### src/rtl/seq_alu_pkg.sv
// Shared opcode map and FSM state type for the sequential ALU.
package seq_alu_pkg;

  localparam logic [3:0] OP_MULT  = 4'd1;
  localparam logic [3:0] OP_ADD   = 4'd2;
  localparam logic [3:0] OP_SLLI  = 4'd3;
  localparam logic [3:0] OP_XOR   = 4'd4;
  localparam logic [3:0] OP_BEQ   = 4'd5;
  localparam logic [3:0] OP_SUB   = 4'd6;
  localparam logic [3:0] OP_BGE   = 4'd7;
  localparam logic [3:0] OP_MULHU = 4'd8;

  typedef enum logic [1:0] {
    IDLE     = 2'd0,
    MUL_BUSY = 2'd1,
    DONE     = 2'd2
  } state_t;

endpackage

### src/rtl/seq_alu_mul_iter.sv
// Shift-add multiplier, one multiplier bit per clock; PW sets the retained product width.
// done/prod describe the iteration committed on the current edge, so the caller can latch it directly.
module seq_alu_mul_iter #(
  parameter int unsigned WIDTH = 32,
  parameter int unsigned PW    = 2 * WIDTH
) (
  input  logic             clk,
  input  logic             rst_n,
  input  logic             start,
  input  logic [WIDTH-1:0] a,
  input  logic [WIDTH-1:0] b,
  output logic             busy,
  output logic             done,
  output logic [PW-1:0]    prod
);

  localparam int unsigned CW = $clog2(WIDTH);

  logic [PW-1:0]    r_acc;
  logic [PW-1:0]    r_mcand;
  logic [WIDTH-1:0] r_mplier;
  logic [CW-1:0]    r_cnt;
  logic             r_busy;
  logic [PW-1:0]    w_acc_next;

  assign w_acc_next = r_acc + (r_mplier[0] ? r_mcand : '0);
  assign busy       = r_busy;
  assign done       = r_busy && (r_cnt == '0);
  assign prod       = w_acc_next;

  always_ff @(posedge clk) begin
    if (!rst_n) begin
      r_acc    <= '0;
      r_mcand  <= '0;
      r_mplier <= '0;
      r_cnt    <= '0;
      r_busy   <= 1'b0;
    end else if (start) begin
      r_acc    <= '0;
      r_mcand  <= PW'(a);
      r_mplier <= b;
      r_cnt    <= CW'(WIDTH - 1);
      r_busy   <= 1'b1;
    end else if (r_busy) begin
      r_acc    <= w_acc_next;
      r_mcand  <= r_mcand << 1;
      r_mplier <= r_mplier >> 1;
      if (r_cnt == '0) begin
        r_busy <= 1'b0;
      end else begin
        r_cnt <= r_cnt - 1'b1;
      end
    end
  end

endmodule

### src/rtl/seq_alu.sv
// Handshaked ALU: single-cycle ops register in one cycle, multiply iterates WIDTH cycles.
// Define SEQ_ALU_MULH_EN to enable opcode 8 (mulhu, upper product half).
module seq_alu
  import seq_alu_pkg::*;
#(
  parameter int unsigned WIDTH = 32,
  parameter int unsigned SHW   = $clog2(WIDTH)
) (
  input  logic             clk,
  input  logic             rst_n,
  input  logic             in_valid,
  output logic             in_ready,
  input  logic [WIDTH-1:0] A,
  input  logic [WIDTH-1:0] B,
  input  logic [3:0]       ALU_control,
  output logic             out_valid,
  input  logic             out_ready,
  output logic [WIDTH-1:0] result,
  output logic             zero
);

`ifdef SEQ_ALU_MULH_EN
  localparam int unsigned PW = 2 * WIDTH;
`else
  localparam int unsigned PW = WIDTH;
`endif

  state_t           r_state;
  state_t           w_next;
  logic [WIDTH-1:0] r_result;
  logic             r_zero;
  logic             w_accept;
  logic             w_is_mul;
  logic [WIDTH-1:0] w_alu_res;
  logic             w_alu_zero;
  logic [WIDTH-1:0] w_mul_res;
  logic             w_mul_busy;
  logic             w_mul_done;
  logic [PW-1:0]    w_prod;
`ifdef SEQ_ALU_MULH_EN
  logic             r_hi;
`endif

  // Combinational on out_ready so a new op can issue in the cycle the result drains.
  assign in_ready  = ((r_state == IDLE) || ((r_state == DONE) && out_ready)) && !w_mul_busy;
  assign w_accept  = in_valid && in_ready;
  assign out_valid = (r_state == DONE);
  assign result    = r_result;
  assign zero      = r_zero;

`ifdef SEQ_ALU_MULH_EN
  assign w_is_mul  = (ALU_control == OP_MULT) || (ALU_control == OP_MULHU);
  assign w_mul_res = r_hi ? w_prod[PW-1:WIDTH] : w_prod[WIDTH-1:0];
`else
  assign w_is_mul  = (ALU_control == OP_MULT);
  assign w_mul_res = w_prod;
`endif

  seq_alu_mul_iter #(
    .WIDTH(WIDTH),
    .PW   (PW)
  ) u_mul (
    .clk  (clk),
    .rst_n(rst_n),
    .start(w_accept && w_is_mul),
    .a    (A),
    .b    (B),
    .busy (w_mul_busy),
    .done (w_mul_done),
    .prod (w_prod)
  );

  always_comb begin
    w_alu_res  = '0;
    w_alu_zero = 1'b0;
    case (ALU_control)
      OP_ADD:  w_alu_res  = A + B;
      OP_SUB:  w_alu_res  = A - B;
      OP_XOR:  w_alu_res  = A ^ B;
      OP_SLLI: w_alu_res  = A << B[SHW-1:0];
      OP_BGE:  w_alu_zero = (A >= B);
      OP_BEQ:  w_alu_zero = (A == B);
      default: ;
    endcase
  end

  always_comb begin
    w_next = r_state;
    case (r_state)
      IDLE: begin
        if (w_accept) w_next = w_is_mul ? MUL_BUSY : DONE;
      end
      MUL_BUSY: begin
        if (w_mul_done) w_next = DONE;
      end
      DONE: begin
        if (out_ready) begin
          if (w_accept) w_next = w_is_mul ? MUL_BUSY : DONE;
          else          w_next = IDLE;
        end
      end
      default: w_next = IDLE;
    endcase
  end

  always_ff @(posedge clk) begin
    if (!rst_n) begin
      r_state <= IDLE;
    end else begin
      r_state <= w_next;
    end
  end

  always_ff @(posedge clk) begin
    if (!rst_n) begin
      r_result <= '0;
      r_zero   <= 1'b0;
`ifdef SEQ_ALU_MULH_EN
      r_hi     <= 1'b0;
`endif
    end else if (w_accept && !w_is_mul) begin
      r_result <= w_alu_res;
      r_zero   <= w_alu_zero;
`ifdef SEQ_ALU_MULH_EN
    end else if (w_accept) begin
      r_hi     <= (ALU_control == OP_MULHU);
`endif
    end else if ((r_state == MUL_BUSY) && w_mul_done) begin
      r_result <= w_mul_res;
      r_zero   <= 1'b0;
    end
  end

endmodule

### config.mk
export PLATFORM = sky130hd
export DESIGN_NAME = seq_alu
export DESIGN_NICKNAME = d
export VERILOG_FILES = /design/src/rtl/seq_alu_pkg.sv /design/src/rtl/seq_alu_mul_iter.sv /design/src/rtl/seq_alu.sv
export SDC_FILE = /design/constraint.sdc
export NUM_CORES = 1
export LEC_CHECK = 0
export CAP_MARGIN = 20
export CORE_MARGIN = 1.5
export CORE_UTILIZATION = 45
export CTS_BUF_LIST = sky130_fd_sc_hd__clkbuf_8
export DETAILED_ROUTE_END_ITERATION = 6
export GPL_ROUTABILITY_DRIVEN = 0
export GPL_TIMING_DRIVEN = 1
export PLACE_DENSITY_LB_ADDON = 0.2
export SLEW_MARGIN = 20
export SYNTH_ARGS = -nofsm -noshare
export SYNTH_HDL_FRONTEND = slang
export SYNTH_SLANG_ARGS = --single-unit
### constraint.sdc
create_clock -name clk -period 6.7 [get_ports clk]
set_clock_uncertainty 0.1 [all_clocks]
set_input_delay 0.67 -clock clk [delete_from_list [all_inputs] [get_ports clk]]
set_output_delay 0.67 -clock clk [all_outputs]
set_load 0.05 [all_outputs]
==> impl_results.md <==
* Arrival @ worst endpoint at 4930 ps
* DRT iter0 DRCs at 1,497
* Data required, critical path at 6960 ps
* Post-synthesis register bit count at 137
* Setup bufs post-CTS at 0
* Fraction of registers with async set or reset after synthesis at 0%
* Clock slew at reported path FFs at 90 ps
* Final Cycle Share at 69.7%
* CP Capture Point: result[17]
* Crit path from: B[3]
* Cts-stage hold buffer count at 0
* GRT overflow at 0
* CTS tree: yes
* Commonest non-fill, non-tap cell in the layout: nor2_1
* Worst-margin pin slew at 989 ps
* Worst slack, placed at 1670 ps
* Largest net degree at the start of global routing at 75
* Met2 Routed Length at 19,300 um
* Layout Cell Area excl Fill at 14,400 um2
* Net Count, Synth at 1,907
* Die ar. at 29,500 um2
* RSZ-0062 raised after global routing: false
* Final-report hold violation count at 0
* Path depth of the worst reg2reg path at 13
* Status: completed
* Clock sinks at 137
* Rows at 61
* Cts bufs inserted at 17
* Worst skew pair latency at 480 ps
* Synth warnings at 0
* Mean Syn Cell Area at 7.39 um2
* Number of port buffers at 106
* # Max-Cap Violations at 0
* Max IR drop VDD at 0.0993 mV
* Fraction of layout cells with a size suffix above 1 at 5.13%
* P&R area growth vs syn at 12.7%
* Finished Layout Cells at 2,151
* Setup Total Neg Slack at 0 ps
* Synth area leader: dfxtp_1
* Largest fanout on the critical path at 40
* Gate Count Post-Synth at 1,734
* Ys flop type: dfxtp_1
* Fmax at 214 MHz
* Initial Utilization at 45.9%
* DP HPWL at 32,900 um
* Initial antenna violation count at 0
* Ant. Diodes at 0
* Netlist cell types at 76
* Ports at 107
* First-pass GRT wire length at 69,600 um
* Sequential area share after synthesis at 21.4%
* Final Max Slew Viols at 0
* Dominant cells by area after synthesis: dfxtp_1, ha_1, mux2i_1, a21oi_1, nor2_1
* Core Box Area at 27,900 um2
* Final WS setup at 2030 ps
* Flop-to-flop setup slack at 2150 ps
* DRC at 0
* H-tree Lvls at 4
* Placed cell area at 14,000 um2
* Total GRT Usage at 30.1%
* Vias at 13,400
* Startpoint class of the critical path: input pin
* Crit-path cells: clkdlybuf4s50_1, buf_4, inv_1, ha_1, a21oi_1, o21ba_2, a211oi_1, nor3_1, o21ai_0, a31oi_1, o22ai_1, o21ai_0, a31oi_1, a221o_1
* Total Wirelength at 44,200 um
* Number of synthesized flops with an enable pin at 0
* Critical path class: in -> reg
* CP peak stage delay at 550 ps
* CP top delay family: compound AO/OA/AOI/OAI gates
* Pleak at 5.61 nW
* Pwr dens at 161 nW/um2
* Yosys top cell area share at 21.4%
* Die Ht at 172 um
* Slew headroom at 34.0%
* Nets at 1,933
* Critical Path Stages at 14
* Worst Setup End Kind: register
* Met1 WL at 19,300 um
* Die W at 172 um
* Clock Tree Root: clkbuf_8
* Reg-to-reg startpoint: u_mul.r_mplier[0]
* Setup violations, final at 0
* Post-DRT Antenna Nets at 0
* Router iterations before antenna repair at 6
* Worst R2R End: result[22]
* Synthesized area at 12,800 um2
* CTS max path bufs at 2
* Number of global-route vias before repair at 12,700
* Slowest stage cell, crit path: nor3_1
* DR vias/cell at 6.25
* Post_cts resized at 0
* CP bufs+invs at 3
* Cells after DPL at 2,119
* Top Layer Used: met4
* WL met3 at 4050 um
* HP Class: reg -> reg
* Final Critical Period at 4670 ps
* DR WL/cell at 20.5 um
* Most frequent cells in the layout: nor2_1, a21oi_1, nand2_1, dfxtp_1, o21ai_0
## metrics by stage
step	hold slack, ps	utilization (%)	power (mW)
2_1_floorplan	336	-	1.34
3_3_place_gp	344	50.3	1.57
3_5_place_dp	347	50.3	1.57
4_1_cts	362	51.7	2.30
5_1_grt	378	51.7	2.42
6_report	364	51.7	2.32
## power breakdown
group / internal, mW / total [mW] / switching, mW / leakage, nW
clock network: 0.359 / 0.747 / 0.388 / 0.204
logic: 0.259 / 0.724 / 0.464 / 4.29
registers: 0.833 / 0.850 / 0.0164 / 1.11
total: 1.45 / 2.32 / 0.869 / 5.61
## worst register-to-register path: cells and delay by family, from the launching register on
kind / cells / cell delay [ps]
AO/OA/AOI/OAI: 9 / 2450
adder cells (fa/ha/maj): 2 / 680
flip-flops: 1 / 640
AND/OR/NAND/NOR: 1 / 360
XOR/XNOR: 1 / 210
## routing by layer
metal / global-route usage (%) / vias up
met4: 11.3 / 0
met2: 47.3 / 670
met3: 6.14 / 136
met1: 40.6 / 6247
li1: - / 6393
met5: 0 / -
## synthesized netlist by cell type (15+ instances only)
master / count
nor2_1: 184
a21oi_1: 170
nand2_1: 154
dfxtp_1: 137
o21ai_0: 134
clkbuf_1: 100
ha_1: 98
mux2i_1: 97
inv_1: 81
a211oi_1: 59
a22oi_1: 43
and2_1: 39
xnor2_1: 34
nor3_1: 30
a21o_1: 23
nand4_1: 22
nand3_1: 21
xor2_1: 19
nor2b_1: 16
o22ai_1: 16
a31oi_1: 15
## kinds of logic after synthesis
family                     count (synthesis)  share of synthesized area, %
AOI/OAI and AO/OA                        603                          30.4
xor gates and xnor gates                  53                          3.62
adders and majority gates                101                          10.0
buffers and inverters                    199                          5.95
DFF                                      137                          21.4
muxes                                    116                          9.69
and+or+nand+nor                          525                          18.9
## worst min-delay path by stage
stage / start / endpoint / slack [ps] / depth (start not counted)
2_1_floorplan: u_mul.r_mplier[1] / u_mul.r_mplier[1] / 340 / 2
3_3_place_gp: u_mul.r_mplier[13] / u_mul.r_mplier[13] / 340 / 2
3_5_place_dp: u_mul.r_mplier[9] / u_mul.r_mplier[9] / 350 / 2
4_1_cts: result[14] / result[14] / 360 / 2
5_1_grt: u_mul.r_mplier[9] / u_mul.r_mplier[9] / 380 / 2
6_report: result[14] / result[14] / 360 / 2
## registers in the layout (all words and copies together) (netlist names)
| register | flops |
|---|---|
| r_state | 2 |
| result | 32 |
| u_mul.busy | 1 |
| u_mul.r_acc | 32 |
| u_mul.r_cnt | 5 |
| u_mul.r_mcand | 32 |
| u_mul.r_mplier | 32 |
| zero | 1 |
## final cells by class
class | count | area, um2
Tap cell | 378 | 473
Clock inverter | 12 | 126
Inverter | 84 | 315
Sequential cell | 137 | 2750
Timing Repair Buffer | 122 | 1180
Clock buffer | 20 | 275
Fill cell | 2793 | 13500
Multi-Input combinational cell | 1398 | 9330
No activity file was read; power rests on OpenSTA's default activity.
